<file path="src/rtl/puzzle_dealer.sv">
// Puzzle dealer: hands out ROUNDS distinct puzzle-set indices per game, seeding
// the search from a free-running entropy counter and tallying solved rounds.
module puzzle_dealer #(
    parameter int ROUNDS = 10
) (
    input  logic       clk,
    input  logic       rst,
    input  logic       start,
    input  logic       advance,
    input  logic       solved,
    output logic [3:0] index,
    output logic       index_valid,
    output logic [4:0] round,
    output logic [4:0] score,
    output logic       game_over
);

    typedef enum logic [1:0] {IDLE, SEEK, PRESENT, DONE} state_t;

    localparam logic [4:0] LAST_ROUND = 5'(ROUNDS);

    state_t      state_q, state_d;
    logic [3:0]  entropy_q;
    logic [15:0] used_q, used_d;
    logic [3:0]  ptr_q, ptr_d;
    logic [3:0]  index_q, index_d;
    logic [4:0]  round_q, round_d;
    logic [4:0]  score_q, score_d;

    always_ff @(posedge clk) begin
        if (rst) begin
            state_q   <= IDLE;
            entropy_q <= 4'd0;
            used_q    <= 16'd0;
            ptr_q     <= 4'd0;
            index_q   <= 4'd0;
            round_q   <= 5'd0;
            score_q   <= 5'd0;
        end else begin
            state_q   <= state_d;
            entropy_q <= entropy_q + 4'd1;
            used_q    <= used_d;
            ptr_q     <= ptr_d;
            index_q   <= index_d;
            round_q   <= round_d;
            score_q   <= score_d;
        end
    end

    always_comb begin
        state_d = state_q;
        used_d  = used_q;
        ptr_d   = ptr_q;
        index_d = index_q;
        round_d = round_q;
        score_d = score_q;
        // start from any state aborts the game and masks a simultaneous advance
        if (start) begin
            used_d  = 16'd0;
            round_d = 5'd1;
            score_d = 5'd0;
            ptr_d   = entropy_q;
            state_d = SEEK;
        end else begin
            case (state_q)
                SEEK: begin
                    if (used_q[ptr_q]) begin
                        ptr_d = ptr_q + 4'd1;
                    end else begin
                        index_d        = ptr_q;
                        used_d[ptr_q]  = 1'b1;
                        state_d        = PRESENT;
                    end
                end
                PRESENT: begin
                    if (advance) begin
                        score_d = score_q + 5'(solved);
                        if (round_q == LAST_ROUND) begin
                            state_d = DONE;
                        end else begin
                            round_d = round_q + 5'd1;
                            // odd stride keeps successive picks spread over the set
                            ptr_d   = ptr_q + (entropy_q | 4'd1);
                            state_d = SEEK;
                        end
                    end
                end
                default: begin
                end
            endcase
        end
    end

    assign index       = index_q;
    assign index_valid = (state_q == PRESENT);
    assign round       = round_q;
    assign score       = score_q;
    assign game_over   = (state_q == DONE);

endmodule

</file>
<file path="config.mk">
export PLATFORM = sky130hd
export DESIGN_NAME = puzzle_dealer
export DESIGN_NICKNAME = d
export VERILOG_FILES = /design/src/rtl/puzzle_dealer.sv
export SDC_FILE = /design/constraint.sdc
export NUM_CORES = 1
export LEC_CHECK = 0
export ABC_AREA = 1
export ABC_CLOCK_PERIOD_IN_PS = 5200
export CORE_AREA = 4 4 67 75
export CTS_CLUSTER_SIZE = 8
export DETAILED_ROUTE_END_ITERATION = 7
export DIE_AREA = 0 0 71 79
export GPL_ROUTABILITY_DRIVEN = 0
export GPL_TIMING_DRIVEN = 0
export PLACE_DENSITY = 0.7
export SYNTH_ARGS = -nofsm -noshare
export SYNTH_HDL_FRONTEND = slang
export SYNTH_SLANG_ARGS = --single-unit
</file>
<file path="constraint.sdc">
create_clock -name clk -period 5.2 [get_ports clk]
set_clock_uncertainty 0.05 [all_clocks]
set_input_delay 1.3 -clock clk [delete_from_list [all_inputs] [get_ports clk]]
set_output_delay 1.3 -clock clk [all_outputs]
set_load 0.005 [all_outputs]
</file>
Yosys cells after proc, flatten, opt, wreduce, memory -nomap -nowiden. Index checks and enable logic that the tools add are counted.

Bits in registers: 40. Input bits: 5. Output and inout bits: 16. Logic and storage cells: 63.

$add $sub $neg: 5. Magnitude comparators: 2. Eq/ne operators: 11. Mux-type cells: 18. Bitwise gates (word level): 4. Reduce and logical (&&, ||, !) cells: 14.

Operators with widths (number): two-way mux 4 bit (4); bitwise OR 16 bit (1); AND reduction 3 bit (5); inequality test 3 bit (second input constant) (4); adder 4 x 1 -> 4 bit (second input constant) (2); case mux 4 bit (2 select lines) (1); two-way mux 1 bit (7); two-way mux 2 bit (3); inequality test 2 bit (second input constant) (3); nonzero test 2 bit (3); adder 5 x 1 -> 5 bit (1); adder 5 x 1 -> 5 bit (second input constant) (1); equality test 5 x 4 -> 1 bit (second input constant) (1); < comparator 4 x 5 -> 1 bit (second input constant) (1); adder 4 bit (1); binary-select mux 1 bit (select 4 bit) (1); demux 1 bit (select 4 bit) (1); equality test 2 bit (second input constant) (2); >= comparator 4 x 1 -> 1 bit (second input constant) (1); case mux 2 bit (2 select lines) (1); AND reduction 2 bit (2); AND reduction 4 bit (1); NOT 1 bit (3); nonzero test 3 bit (1); other kinds (3) (3).

Logic depth before layout (Yosys ltp). Gate-level depths: netlist (run 1).

Word-level depth: 5. Gate-level depth with buffers: 13. Gate-level depth less buffers: 13.

Worst setup path after synthesis (run 1). No wires, ideal clock.

Kind: input -> register. Start: in start. End: reg used_q[11]. Library setup time: 71 ps. Arrival: 2209 ps. Data required time: 5079 ps. Setup slack: 2870 ps. Stages on the path: 4. Path through: nor2_1 > clkinv_1 > clkbuf_1 > a21oi_1.

Longest elaborated chain between the ends: 1.

RTL lines: start, declared (RTL line 8) `input logic start,`; OR reduction 2 bit (no source line); end signal, assigned (RTL line 42) `used_q <= used_d;`; end, declared (RTL line 24) `logic [15:0] used_q, used_d;`.

No other way between the ends. A chain may end at the register's enable or synchronous reset.

Worst setup path after layout (run 1).
Start: in start. End: reg used_q[7].

Same word-level chain as after synthesis.

==> flow_metrics.env, run 1 <==
export IMPL_synth_top_area_share_pct=38.5
export IMPL_drt_wirelength_per_cell_microns=11.4
export IMPL_cts_sinks=40
export IMPL_status="finished, final reports clean"
export IMPL_antenna_left=0
export IMPL_rows=25
export IMPL_synth_cell_types=30
export IMPL_grt_overflow_total=0
export IMPL_synth_area_top_cells="dfxtp_1 39%, nand2_1 12%, inv_1 8.5%"
export IMPL_synth_async_reset_ratio_pct=0
export IMPL_die_h_microns=79
export IMPL_dp_hpwl_microns=3260
export IMPL_grt_pass1_wl_microns=7680
export IMPL_synth_edf_count=0
export IMPL_register_area_sq_um=801
export IMPL_cts_hold_buffers=0
export IMPL_coreArea_sq_um=4250
export IMPL_finalMaxSlewViolations=0
export IMPL_ys_warn_count=0
export IMPL_hold_viol=0
export IMPL_path_class="primary input to register"
export IMPL_die_area_sq_um=5610
export IMPL_powerDensity_nw_per_um2=258
export IMPL_final_nets=335
export IMPL_end_kind="register"
export IMPL_via_per_inst=4.92
export IMPL_yosysMostFrequentCell="nand2_1"
export IMPL_cts_clk_slew_worst_paths_ps=70
export IMPL_synthCells=295
export IMPL_peakVddDrop_v=0.000179
export IMPL_synth_largest_area_cell="dfxtp_1"
export IMPL_drc=0
export IMPL_cts_root_buf="clkbuf_8"
export IMPL_grt_start_max_net_pins=12
export IMPL_cts_buffers=5
export IMPL_areaGrowthSynthToFinish_pct=17.2
export IMPL_critPathRequiredTime_ps=5370
export IMPL_crit_chain="clkdlybuf4s50_1, nor2_1, clkinv_1, clkbuf_1, a21oi_1"
export IMPL_p_leak_nw=1.00
export IMPL_numPortBuffers=20
export IMPL_hp_class="register to register"
export IMPL_ctsHtreeMaxLevel=2
export IMPL_fmax_mhz=325
export IMPL_clk_path_buf_depth=2
export IMPL_power_mw=0.630
export IMPL_grt_pass1_vias=1760
export IMPL_syn_area_sq_um=2080
export IMPL_layout_min_cycle_time_ps=3080
export IMPL_die_w_microns=71
export IMPL_drt_pass1_iterations=4
export IMPL_cp_num_buf_inv=3
export IMPL_initial_core_util_pct=48.9
export IMPL_vias=1853
export IMPL_critPathMaxStageDelay_ps=490
export IMPL_ys_ff_latch=40
export IMPL_multi_input_area_sq_um=1040
export IMPL_path_max_fanout=10
export IMPL_critPathSlowestCell="clkdlybuf4s50_1"
export IMPL_post_cts_resized=0
export IMPL_clkLatencyLatePin_ps=280
export IMPL_cp_start_kind="primary input"
export IMPL_num_antenna_cells=0
export IMPL_synth_commonest_cells="68 x nand2_1, 47 x inv_1, 40 x dfxtp_1, 30 x nor2_1, 28 x a21oi_1"
export IMPL_drive_above_1_share_pct=8.67
export IMPL_cts_tree="done"
export IMPL_rsz0062_at_grt="false"
export IMPL_avgSynthCellArea_sq_um=7.04
export IMPL_synth_flop_cell="dfxtp_1"
export IMPL_ys_seq_area_share_pct=38.5
export IMPL_cap_violations=0
export IMPL_track_usage_pct=16.8
export IMPL_fillers=438
export IMPL_path_delay_family="buffers and inverters"
export IMPL_drtIter0Drc=120
export IMPL_max_slew_worst_pin_slew_ps=518
export IMPL_max_slew_margin_rel_pct=65.2
export IMPL_antenna_found_initial=0
export IMPL_finalCritPeriodShare_pct=59.2
export IMPL_fin_setup_tns_ps=0
export IMPL_wl_microns=4300
export IMPL_setup_viol=0
export IMPL_cp_arrival_ps=3250
export IMPL_ios=21
export IMPL_synth_fp_nets=308
export IMPL_cts_setup_buffers=0
[state kept, by name, indices dropped and copies added (netlist names)]
name / cells
score: 5
index: 4
ptr_q: 4
used_q: 16
round: 5
entropy_q: 4
state_q: 2
[cell usage in the layout (no fill, tap or decap), types with 3 or more instances in the layout]
cell,count
nand2_1,68
inv_1,47
dfxtp_1,40
nor2_1,30
a21oi_1,28
clkdlybuf4s50_1,20
nand3_1,18
o21ai_0,12
ha_1,7
nor2_4,6
nor3_1,6
clkbuf_8,6
clkbuf_1,5
nand2_2,4
buf_6,3
a21oi_2,3
[layer usage]
layer	GRT usage (%)	routed length, microns
met1	20.7	1990
met2	28.6	2120
met3	3.92	115
met4	5.83	75
met5	0	0
[final timing paths]
check	from	endpoint	slack, ps	cells past startpoint
setup reg to reg	state_q[1]	ptr_q[3]	3180	12
hold reg to reg	used_q[11]	used_q[11]	400	2
hold / removal	used_q[11]	used_q[11]	400	2
setup / recovery	start	used_q[7]	2120	5
[kinds of logic (layout without fill, tap and decap cells)]
group	Yosys count	count (layout)	synth area share (%)
buffers and inverters	56	84	11.3
AOI/OAI and AO/OA	49	49	12.8
adders and majority gates	8	8	5.18
xor gates and xnor gates	3	3	1.26
and+or+nand+nor	139	139	31.0
DFF	40	40	38.5
[cell type report]
cell class	instances	share of cell area, %
repair buffers	20	8.22
multi-input cells	199	42.8
plain buffers	7	2.05
flip-flops and latches	40	32.9
well taps	54	2.77
clock buffers	8	3.70
inverters	49	7.55
[power breakdown]
part / total (mW) / switching [mW] / internal, mW
Combinational: 0.0957 / 0.0607 / 0.0350
Sequential: 0.325 / 0.00956 / 0.316
Clock: 0.209 / 0.101 / 0.108
[stage by stage]
step           hold slack (ps)  std cells  util (%)  cell area [sq um]  setup WS [ps]
6_report                   401        377      57.3               2440           2120
3_5_place_dp               391        369      55.1               2350           1840
4_1_cts                    402        377      57.3               2440           2150
3_3_place_gp               388        369      55.1               2350           1870
2_1_floorplan              380        295         -               2080           2870
5_1_grt                    427        377      57.3               2440           1940
[worst reg2reg max path, cell delays in order, from the launching register on]
cell and delay (ps):
dfxtp_1 350, inv_1 80, nor2_4 140, inv_1 120, nor2_1 180, ha_1 270, a21o_1 180, a21oi_1 190
nor2_1 80, nor2_1 110, nand3_1 80, nand2_1 60, nor2_1 40
Power figures use the tool's default switching activity.
==> run 2, diff against run 1 <==
ABC_CLOCK_PERIOD_IN_PS = 2940   (was 5200)
clock period = 2.94 ns   (was 5.2 ns; I/O delays follow)
==> results of run 2 <==
The final DEF is identical to that of run 1. Status: finished, final reports clean.
Main changes from that run: setup slack after placement 1840 ps -> 147 ps; setup slack after layout 2120 ps -> 425 ps; register-to-register setup slack 3180 ps -> 920 ps; total power 0.630 mW -> 1.11 mW; worst IR drop on VDD 0.000179 V -> 0.000317 V
